`src/rtl/sprint_timer_pkg.sv`:
```
// Shared state encodings and BCD layout for the sprint stopwatch control path.
// The display bus is five BCD digits, with minutes in the most significant nibble.
package sprint_timer_pkg;

  typedef enum logic [1:0] {
    S_IDLE  = 2'd0,
    S_RUN   = 2'd1,
    S_SPLIT = 2'd2,
    S_STOP  = 2'd3
  } state_e;

  localparam logic [3:0] C_DIGIT_MAX = 4'd9;
  localparam logic [3:0] C_TENS_MAX  = 4'd5;

  // Digit positions on the display bus; each digit is one nibble wide.
  localparam int DIG_CSU  = 0;
  localparam int DIG_CST  = 1;
  localparam int DIG_SECU = 2;
  localparam int DIG_SECT = 3;
  localparam int DIG_MIN  = 4;

endpackage

```
`src/rtl/bcd_time_counter.sv`:
```
// Prescaler plus m:ss.cc BCD counter, with saturation at C_MAX_MIN:59.99.
// sat_o is high for one cycle when a tick arrives while the counter already holds the maximum.
module bcd_time_counter
  import sprint_timer_pkg::*;
#(
  parameter int C_TICK_DIV = 1000000,
  parameter int C_MAX_MIN  = 9
) (
  input  logic        I_clk,
  input  logic        I_rst_n,
  input  logic        en_i,
  input  logic        clr_i,
  output logic [19:0] time_o,
  output logic        sat_o
);

  localparam int PW = (C_TICK_DIV > 1) ? $clog2(C_TICK_DIV) : 1;
  localparam logic [PW-1:0] C_PRESC_LAST = PW'(C_TICK_DIV - 1);
  localparam logic [19:0] C_SAT_TIME =
    {4'(C_MAX_MIN), C_TENS_MAX, C_DIGIT_MAX, C_DIGIT_MAX, C_DIGIT_MAX};

  logic [PW-1:0]  presc_q, presc_d;
  logic [4:0][3:0] dig_q, dig_d;
  logic tick;
  logic atMax;

  assign tick   = en_i && (presc_q == C_PRESC_LAST);
  assign atMax  = (dig_q == C_SAT_TIME);
  assign sat_o  = tick && atMax;
  assign time_o = dig_q;

  always_ff @(posedge I_clk or negedge I_rst_n) begin
    if (!I_rst_n) begin
      presc_q <= '0;
      dig_q   <= '0;
    end else begin
      presc_q <= presc_d;
      dig_q   <= dig_d;
    end
  end

  // A tick at the maximum leaves the digits frozen; the controller reacts to sat_o.
  always_comb begin
    presc_d = presc_q;
    dig_d   = dig_q;
    if (clr_i) begin
      presc_d = '0;
      dig_d   = '0;
    end else if (en_i) begin
      presc_d = tick ? '0 : presc_q + PW'(1);
      if (tick && !atMax) begin
        dig_d[DIG_CSU] = dig_q[DIG_CSU] + 4'd1;
        if (dig_q[DIG_CSU] == C_DIGIT_MAX) begin
          dig_d[DIG_CSU] = '0;
          dig_d[DIG_CST] = dig_q[DIG_CST] + 4'd1;
          if (dig_q[DIG_CST] == C_DIGIT_MAX) begin
            dig_d[DIG_CST]  = '0;
            dig_d[DIG_SECU] = dig_q[DIG_SECU] + 4'd1;
            if (dig_q[DIG_SECU] == C_DIGIT_MAX) begin
              dig_d[DIG_SECU] = '0;
              dig_d[DIG_SECT] = dig_q[DIG_SECT] + 4'd1;
              if (dig_q[DIG_SECT] == C_TENS_MAX) begin
                dig_d[DIG_SECT] = '0;
                dig_d[DIG_MIN]  = dig_q[DIG_MIN] + 4'd1;
              end
            end
          end
        end
      end
    end
  end

endmodule

```
`src/rtl/sprint_timer_ctrl.sv`:
```
// Stopwatch control FSM: key press detect, idle/run/split/stop sequencing and split freeze.
// A key held through reset release is seen as a fresh press on its first sampled high level.
module sprint_timer_ctrl
  import sprint_timer_pkg::*;
#(
  parameter int C_TICK_DIV = 1000000,
  parameter int C_MAX_MIN  = 9
) (
  input  logic        I_clk,
  input  logic        I_rst_n,
  input  logic        I_key_start,
  input  logic        I_key_clear,
  input  logic        I_key_lap,
  output logic [19:0] O_disp,
  output logic        O_running,
  output logic        O_split,
  output logic        O_ovf,
  output logic [1:0]  O_state
);

  state_e      state_q, state_d;
  logic [2:0]  key_q;
  logic [19:0] frozen_q, frozen_d;
  logic        ovf_q, ovf_d;
  logic        cntClr;
  logic        cntEn;
  logic        sat;
  logic [19:0] liveTime;
  logic        pressStart, pressClear, pressLap;

  assign pressStart = I_key_start & ~key_q[2];
  assign pressClear = I_key_clear & ~key_q[1];
  assign pressLap   = I_key_lap   & ~key_q[0];
  assign cntEn      = (state_q == S_RUN) || (state_q == S_SPLIT);

  bcd_time_counter #(
    .C_TICK_DIV (C_TICK_DIV),
    .C_MAX_MIN  (C_MAX_MIN)
  ) u_counter (
    .I_clk   (I_clk),
    .I_rst_n (I_rst_n),
    .en_i    (cntEn),
    .clr_i   (cntClr),
    .time_o  (liveTime),
    .sat_o   (sat)
  );

  always_ff @(posedge I_clk or negedge I_rst_n) begin
    if (!I_rst_n) begin
      state_q  <= S_IDLE;
      key_q    <= '0;
      frozen_q <= '0;
      ovf_q    <= 1'b0;
    end else begin
      state_q  <= state_d;
      key_q    <= {I_key_start, I_key_clear, I_key_lap};
      frozen_q <= frozen_d;
      ovf_q    <= ovf_d;
    end
  end

  // Saturation overrides any key; otherwise the highest-priority press valid in the state acts.
  always_comb begin
    state_d  = state_q;
    frozen_d = frozen_q;
    ovf_d    = ovf_q;
    cntClr   = 1'b0;
    if (sat) begin
      state_d = S_STOP;
      ovf_d   = 1'b1;
    end else begin
      case (state_q)
        S_IDLE: begin
          if (pressStart) begin
            state_d = S_RUN;
            cntClr  = 1'b1;
          end
        end
        S_RUN: begin
          if (pressStart) begin
            state_d = S_STOP;
          end else if (pressLap) begin
            state_d  = S_SPLIT;
            frozen_d = liveTime;
          end
        end
        S_SPLIT: begin
          if (pressStart) begin
            state_d = S_STOP;
          end else if (pressLap) begin
            state_d = S_RUN;
          end
        end
        S_STOP: begin
          if (pressStart && !ovf_q) begin
            state_d = S_RUN;
          end else if (pressClear) begin
            state_d  = S_IDLE;
            cntClr   = 1'b1;
            frozen_d = '0;
            ovf_d    = 1'b0;
          end
        end
      endcase
    end
  end

  assign O_disp    = (state_q == S_SPLIT) ? frozen_q : liveTime;
  assign O_running = cntEn;
  assign O_split   = (state_q == S_SPLIT);
  assign O_ovf     = ovf_q;
  assign O_state   = state_q;

endmodule
```
`config.mk`:
```
export PLATFORM = sky130hd
export DESIGN_NAME = sprint_timer_ctrl
export DESIGN_NICKNAME = d
export VERILOG_FILES = /design/src/rtl/sprint_timer_pkg.sv /design/src/rtl/bcd_time_counter.sv /design/src/rtl/sprint_timer_ctrl.sv
export SDC_FILE = /design/constraint.sdc
export NUM_CORES = 1
export LEC_CHECK = 0
export CORE_AREA = 2 2 97 99
export CTS_CLUSTER_SIZE = 14
export DETAILED_ROUTE_END_ITERATION = 10
export DIE_AREA = 0 0 99 101
export HOLD_SLACK_MARGIN = 0.12
export PLACE_DENSITY = 0.69
export SYNTH_ARGS = -nofsm -noshare
export SYNTH_HDL_FRONTEND = slang
export SYNTH_SLANG_ARGS = --single-unit
```
`constraint.sdc`:
```
create_clock -name I_clk -period 3.36 [get_ports I_clk]
set_input_delay 0.336 -clock I_clk [delete_from_list [all_inputs] [get_ports I_clk]]
set_output_delay 0.336 -clock I_clk [all_outputs]
set_load 0.02 [all_outputs]
```
==> impl_results.md, run 1 <==
* H-tree levels at 3
* Nets at 453
* Worst EP arrival at 2.93 ns
* Flop and latch count out of synthesis at 66
* # DRC at 0
* Crit. End Element: register
* Synth cell types at 59
* CTS tree: built
* Synth area leaders: dfrtp_1 42%, mux2_1 6.0%, ha_1 5.1%
* Worst skew pair latency at 0.34 ns
* Area Growth Syn to Fin at 13.9%
* Number of diodes at 0
* CP Launch Type: register
* Clock buffer depth at 2
* Detail Route Antenna Nets at 0
* Placed Cells incl. Taps at 532
* Pin count of the biggest net entering global routing at 37
* Wire length per cell at 15.2 um
* FF-to-FF path depth at 7
* Vias in the first global route at 3000
* Worst-path cell with the longest stage delay: dfrtp_1
* # clock sinks at 66
* Mapped Nets at 421
* Top cell type's share of synthesized area at 41.8%
* RSZ-0062 raised after global routing: false
* Crit path max fanout at 20
* Post-synth EDFFs at 0
* Initial Util at 44.0%
* Post-CTS sizing at 0
* HPWL after DPL at 5.78 mm
* Post-CTS Setup Inserts at 0
* Sequential area share after synthesis at 41.8%
* Max Cap Viol at 0
* P_leak at 1.90 nW
* TritonCTS Buffers at 9
* Crit path depth at 7
* Die X-Extent at 99 um
* DIE AREA at 10000 um^2
* Setup Crit Path Kind: reg -> reg
* Worst path max stage delay at 0.46 ns
* Final hold violation count at 0
* VDD IR-drop max at 0.513 mV
* GR Util All Layers at 17.8%
* Worst-Margin Slew at 0.853 ns
* Site Rows at 35
* Synth warn at 0
* Most used cell, CP: inv_1
* Placer Congestion at 0.851
* Mapped Cells at 400
* FMAX at 368 MHz
* Clock-pin transition on the worst setup and hold timing paths at 0.06 ns
* Status: finished clean
* Clk root buf: clkbuf_8
* Overflow after GRT at 0
* Initial antenna violation count at 0
* Syn Area/Cell at 9.87 um^2
* Via count of the routed design at 3082
* Final std cells w/o fill at 544
* Tot Pwr at 4.54 mW
* Max_slew headroom at 43.0%
* Post-layout utilization of the core at 50.1%
* Minimum clock period at 2.72 ns
* Total wire length at 8.27 mm
* Reg2reg start: O_state[1]
* I/O Buffers at 29
* Cell family contributing the most delay on the critical path: simple AND/OR/NAND/NOR gates
* Main flop type after synthesis: dfrtp_1
* R2r setup slk at 0.64 ns
* Crit. Startpoint: O_state[1]
* Biggest area consumer among synthesized cells: dfrtp_1
* Post-Syn Area at 3950 um^2
* Hold slack at 0.0993 ns
* DR pass1 iterations at 4
* Worst Skew at 0.00499 ns
* Crit path buffers/inverters at 2
* Ports at 30
* Number of vias per cell at 5.67
* Hold-fix buffers, CTS at 0
* Share of layout cells above drive strength 1 at 11.8%
* Post-route clock period utilization at 80.8%
* Slew Viols, Final at 0
* First-pass GRT wire length at 14.4 mm
* Die span in y at 101 um
* Cells along the critical path: inv_1 > ha_1 > inv_1 > nor3_1 > nand4_2 > nand3_2 > mux2_1
* Hold Path Class: in -> async
* FF-to-FF End: frozen_q[9]
* Total Negative Setup Slacks at 0 ns
* # setup viols final at 0
* CP required at 3.58 ns
* DRT iter0 DRCs at 196
* Ys async rst share at 100%
* Pwr Density at 1010 nW/um^2
* Post-synth top cells: 66 x dfrtp_1, 49 x nand2_1, 21 x mux2_1
* Core region area at 8980 um^2
* Top-count cell post-synth: dfrtp_1
-- sequential cells by signal (all words and copies together) (netlist names) --
register and count:
O_ovf 1, O_state 2, frozen_q 20, key_q 3, u_counter.presc_q 20, u_counter.time_o 20
-- layout make-up --
cell class / instances / area, um^2
Sequential cell: 66 / 1650
Multi-Input combinational cell: 306 / 2160
Clock buffer: 11 / 141
Tap cell: 111 / 139
Fill cell: 835 / 4480
Clock inverter: 1 / 5.00
Inverter: 12 / 45.0
Timing Repair Buffer: 37 / 358
-- per-stage QoR --
| step | setup WS [ns] | cell area [um^2] |
|---|---|---|
| after detailed placement | 0.639 | 4350 |
| after global placement | 0.722 | 4350 |
| after floorplan | 0.903 | 3950 |
| after CTS | 0.622 | 4500 |
| after global routing | 0.394 | 4500 |
| final | 0.645 | 4500 |
-- layout by cell type (no fill, tap or decap), types with 3 or more instances in the layout --
cell type / netlist / layout
nand3_1: 17 / 17
mux2_2: 15 / 15
a22oi_1: 3 / 3
clkbuf_8: 0 / 10
nor2b_1: 17 / 17
a21oi_1: 18 / 18
nand2b_1: 4 / 4
nor3_1: 6 / 6
dfrtp_1: 66 / 66
a41oi_1: 5 / 5
a211oi_1: 3 / 3
inv_1: 12 / 12
mux2i_1: 5 / 5
o31ai_1: 9 / 9
and3_1: 8 / 8
clkdlybuf4s50_1: 0 / 28
nand3b_1: 5 / 5
ha_1: 16 / 16
mux2_1: 21 / 21
nand2_1: 49 / 49
a22o_1: 4 / 4
nand4_1: 4 / 4
o22ai_1: 4 / 4
nor2_1: 19 / 19
buf_4: 1 / 7
a31oi_1: 14 / 14
o21ai_0: 19 / 19
-- layer usage --
metal / GRT usage [%] / wire length (um) / part of all wire [%]
met5: 0 / 0 / 0
met4: 6.53 / 97 / 1.2
met3: 4.44 / 326 / 3.9
met2: 29.1 / 3940 / 48
met1: 22.9 / 3910 / 47
-- report_power, final --
| part | internal (mW) | switching, mW | leakage (nW) |
|---|---|---|---|
| logic | 1.14 | 1.46 | 1.01 |
| registers | 1.10 | 0.302 | 0.815 |
| clock network | 0.270 | 0.267 | 0.0770 |
-- worst max path at each step --
stage | slack, ns | to
finish | 0.64 | frozen_q[9]
detailed placement | 0.64 | frozen_q[2]
CTS | 0.62 | frozen_q[11]
global placement | 0.72 | frozen_q[11]
global route | 0.39 | frozen_q[3]
floorplan | 0.90 | frozen_q[0]
-- cells by family (layout without fill, tap and decap cells) --
logic type      Yosys count  after routing  share of synthesized area [%]
fa+ha+maj                16             16                           5.07
flops                    66             66                           41.8
buf+inv                  28             61                           3.74
simple gates            151            151                           21.1
compound gates           97             97                           16.5
mux                      41             41                           11.5
xor+xnor                  1              1                          0.222
Power figures use the tool's default switching activity.
==> run 2, diff against run 1 <==
Settings changed: PLACE_DENSITY 0.69 to 0.72.
Clock period 3.36 ns to 2.2 ns, I/O delays scaled along.
==> run 2 against run 1 <==
Effect of this change: the run now ends with setup timing left; global-route usage increased by 2.8 points; final cell count increased by 12%; worst setup slack got worse by 0.70 ns; critical endpoint is now frozen_q[16].
==> impl_results.md, run 2 (synthesized netlist as in run 1, its figures left out) <==
* Initial Util at 44.0%
* VDD IR-drop max at 0.588 mV
* First-pass GRT wire length at 16.6 mm
* CTS tree: built
* Detail Route Antenna Nets at 0
* Overflow after GRT at 0
* Share of layout cells above drive strength 1 at 27.4%
* Clock-pin transition on the worst setup and hold timing paths at 0.08 ns
* FMAX at 444 MHz
* Worst skew pair latency at 0.35 ns
* Reg2reg start: u_counter.time_o[13]
* Post-route clock period utilization at 102%
* Switching power at 3.71 mW
* Vias in the first global route at 3541
* Max Cap Viol at 0
* Pin count of the biggest net entering global routing at 67
* DR pass1 iterations at 5
* Nets at 513
* Placed Cells incl. Taps at 576
* P_leak at 2.34 nW
* Max_slew headroom at 63.4%
* Final hold violation count at 0
* H-tree levels at 3
* Most common cell after layout, fill and taps aside: dfrtp_1
* Worst Skew at 0.0132 ns
* Worst-Margin Slew at 0.545 ns
* Flop pwr share at 23.9%
* Placer Congestion at 0.885
* CP required at 2.43 ns
* CP Launch Type: register
* Total wire length at 10.6 mm
* Number of diodes at 0
* Crit. End Element: register
* Wire length per cell at 17.4 um
* Failing checks: setup timing
* TritonCTS Buffers at 9
* Slew Viols, Final at 0
* Hold path depth at 1
* Worst EP arrival at 2.49 ns
* Die span in y at 101 um
* Area Growth Syn to Fin at 31.4%
* Final setup margin at -0.0541 ns
* Int Power at 4.82 mW
* # clock sinks at 66
* Site Rows at 35
* Number of vias per cell at 5.82
* Initial antenna violation count at 0
* GR Util All Layers at 20.6%
* Hold Path Sink: key_q[0]
* Most frequent cells in the layout: 64 x dfrtp_1, 59 x buf_4, 49 x nand2_1, 20 x dlygate4sd2_1, 19 x nor2_1
* Crit path buffers/inverters at 2
* Hold_sp: I_key_lap
* Status: finished with violations
* Hold Path Class: in -> reg
* Final std cells w/o fill at 608
* Filler cells at 781
* Ports at 30
* Crit path max fanout at 5
* Register area at 1650 um^2
* FF-to-FF End: frozen_q[16]
* DIE AREA at 10000 um^2
* Multi-input logic area at 2270 um^2
* I/O Buffers at 29
* Net Sw Frac at 43.5%
* # DRC at 0
* Minimum clock period at 2.25 ns
* Die X-Extent at 99 um
* Total Negative Setup Slacks at -0.590 ns
* Core region area at 8980 um^2
* FF-to-FF path depth at 8
* # setup viols final at 20
* Clock network power share at 14.0%
* Cell family contributing the most delay on the critical path: simple AND/OR/NAND/NOR gates
* Clk root buf: clkbuf_8
* Cells along the critical path: inv_2 > ha_1 > nand3b_1 > nor4_4 > nand4_4 > nand3_4 > clkbuf_16 > mux2_4
* Worst path max stage delay at 0.46 ns
* DRT iter0 DRCs at 218
* RSZ-0062 raised after global routing: true
* Setup Crit Path Kind: reg -> reg
* Clock buffer depth at 2
* Worst-path cell with the longest stage delay: nor4_4
* HPWL after DPL at 6.58 mm
* R2r setup slk at -0.05 ns
* Pwr Density at 1640 nW/um^2
* Comb pwr share at 62.1%
* Via count of the routed design at 3541
==> run 2: cell types whose count changed in the layout (fill, tap and decap cells not counted), moves of 3 or more <==
cell | before | now
dlygate4sd2_1 | 0 | 20
mux2_4 | 0 | 10
buf_4 | 7 | 59
clkdlybuf4s50_1 | 28 | 8
mux2_1 | 21 | 11
clkinvlp_4 | 0 | 3
inv_1 | 12 | 8
==> run 2: power groups by stage <==
stage               combinational, mW  sequential [mW]  clock, mW
global placement                 4.61             2.01          0
CTS                              4.65             2.04       1.20
finish                           5.29             2.04       1.19
detailed placement               4.74             2.05          0
global route                     5.71             2.11       1.25
floorplan                        2.97             2.06          0
==> run 2: per-stage QoR <==
| stage | util (%) | worst slack (ns) | area (um^2) | power (mW) | hold WS [ns] |
|---|---|---|---|---|---|
| after floorplan | - | 0.0496 | 3970 | 5.03 | -0.0756 |
| after global placement | 52.6 | 0.0518 | 4720 | 6.61 | 0.269 |
| after detailed placement | 52.6 | -0.0452 | 4720 | 6.79 | 0.272 |
| after CTS | 55.2 | -0.00370 | 4950 | 7.89 | 0.343 |
| after global routing | 57.8 | -0.0858 | 5190 | 9.07 | 0.370 |
| final | 57.8 | -0.0541 | 5190 | 8.53 | 0.342 |
==> run 2: per-layer routing <==
metal	global-route usage, %	up-vias	wire length [um]
met1	24.7	1727	4350
met2	37.3	130	5380
met5	0	-	0
met3	3.40	21	569
met4	7.17	0	247
li1	-	1663	-
==> run 2: area by class of cell <==
type,count,share of cell area [%]
clock buffers,10,2.65
inverters,12,0.989
repair buffers,96,16.3
multi-input cells,307,43.8
well taps,111,2.68
clock inverters,6,1.71
flip-flops and latches,66,31.9
==> run 2: worst reg2reg max path, cell delays in order, from the launching register on <==
cell	delay (ns)
dfrtp_1	0.41
inv_2	0.07
ha_1	0.15
nand3b_1	0.17
nor4_4	0.46
nand4_4	0.18
nand3_4	0.20
clkbuf_16	0.20
mux2_4	0.30
==> run 2: worst max-delay path by stage <==
stage,start,endpoint,cells after the start
finish,u_counter.time_o[13],frozen_q[16],8
floorplan,O_state[0],O_state[1],8
global placement,O_state[0],O_disp[16],5
detailed placement,I_key_start,u_counter.time_o[0],6
global route,u_counter.time_o[13],frozen_q[18],8
CTS,O_state[0],O_disp[16],5
==> run 2: timing repair <==
action                                  CTS  global route
buffers inserted                          0            11
pin swaps                                 1             2
endpoints found under the hold margin    66             0
resized for setup                        23            22
hold buffers                              1             0
cloned                                    1             3
endpoints found under the setup margin   22            40
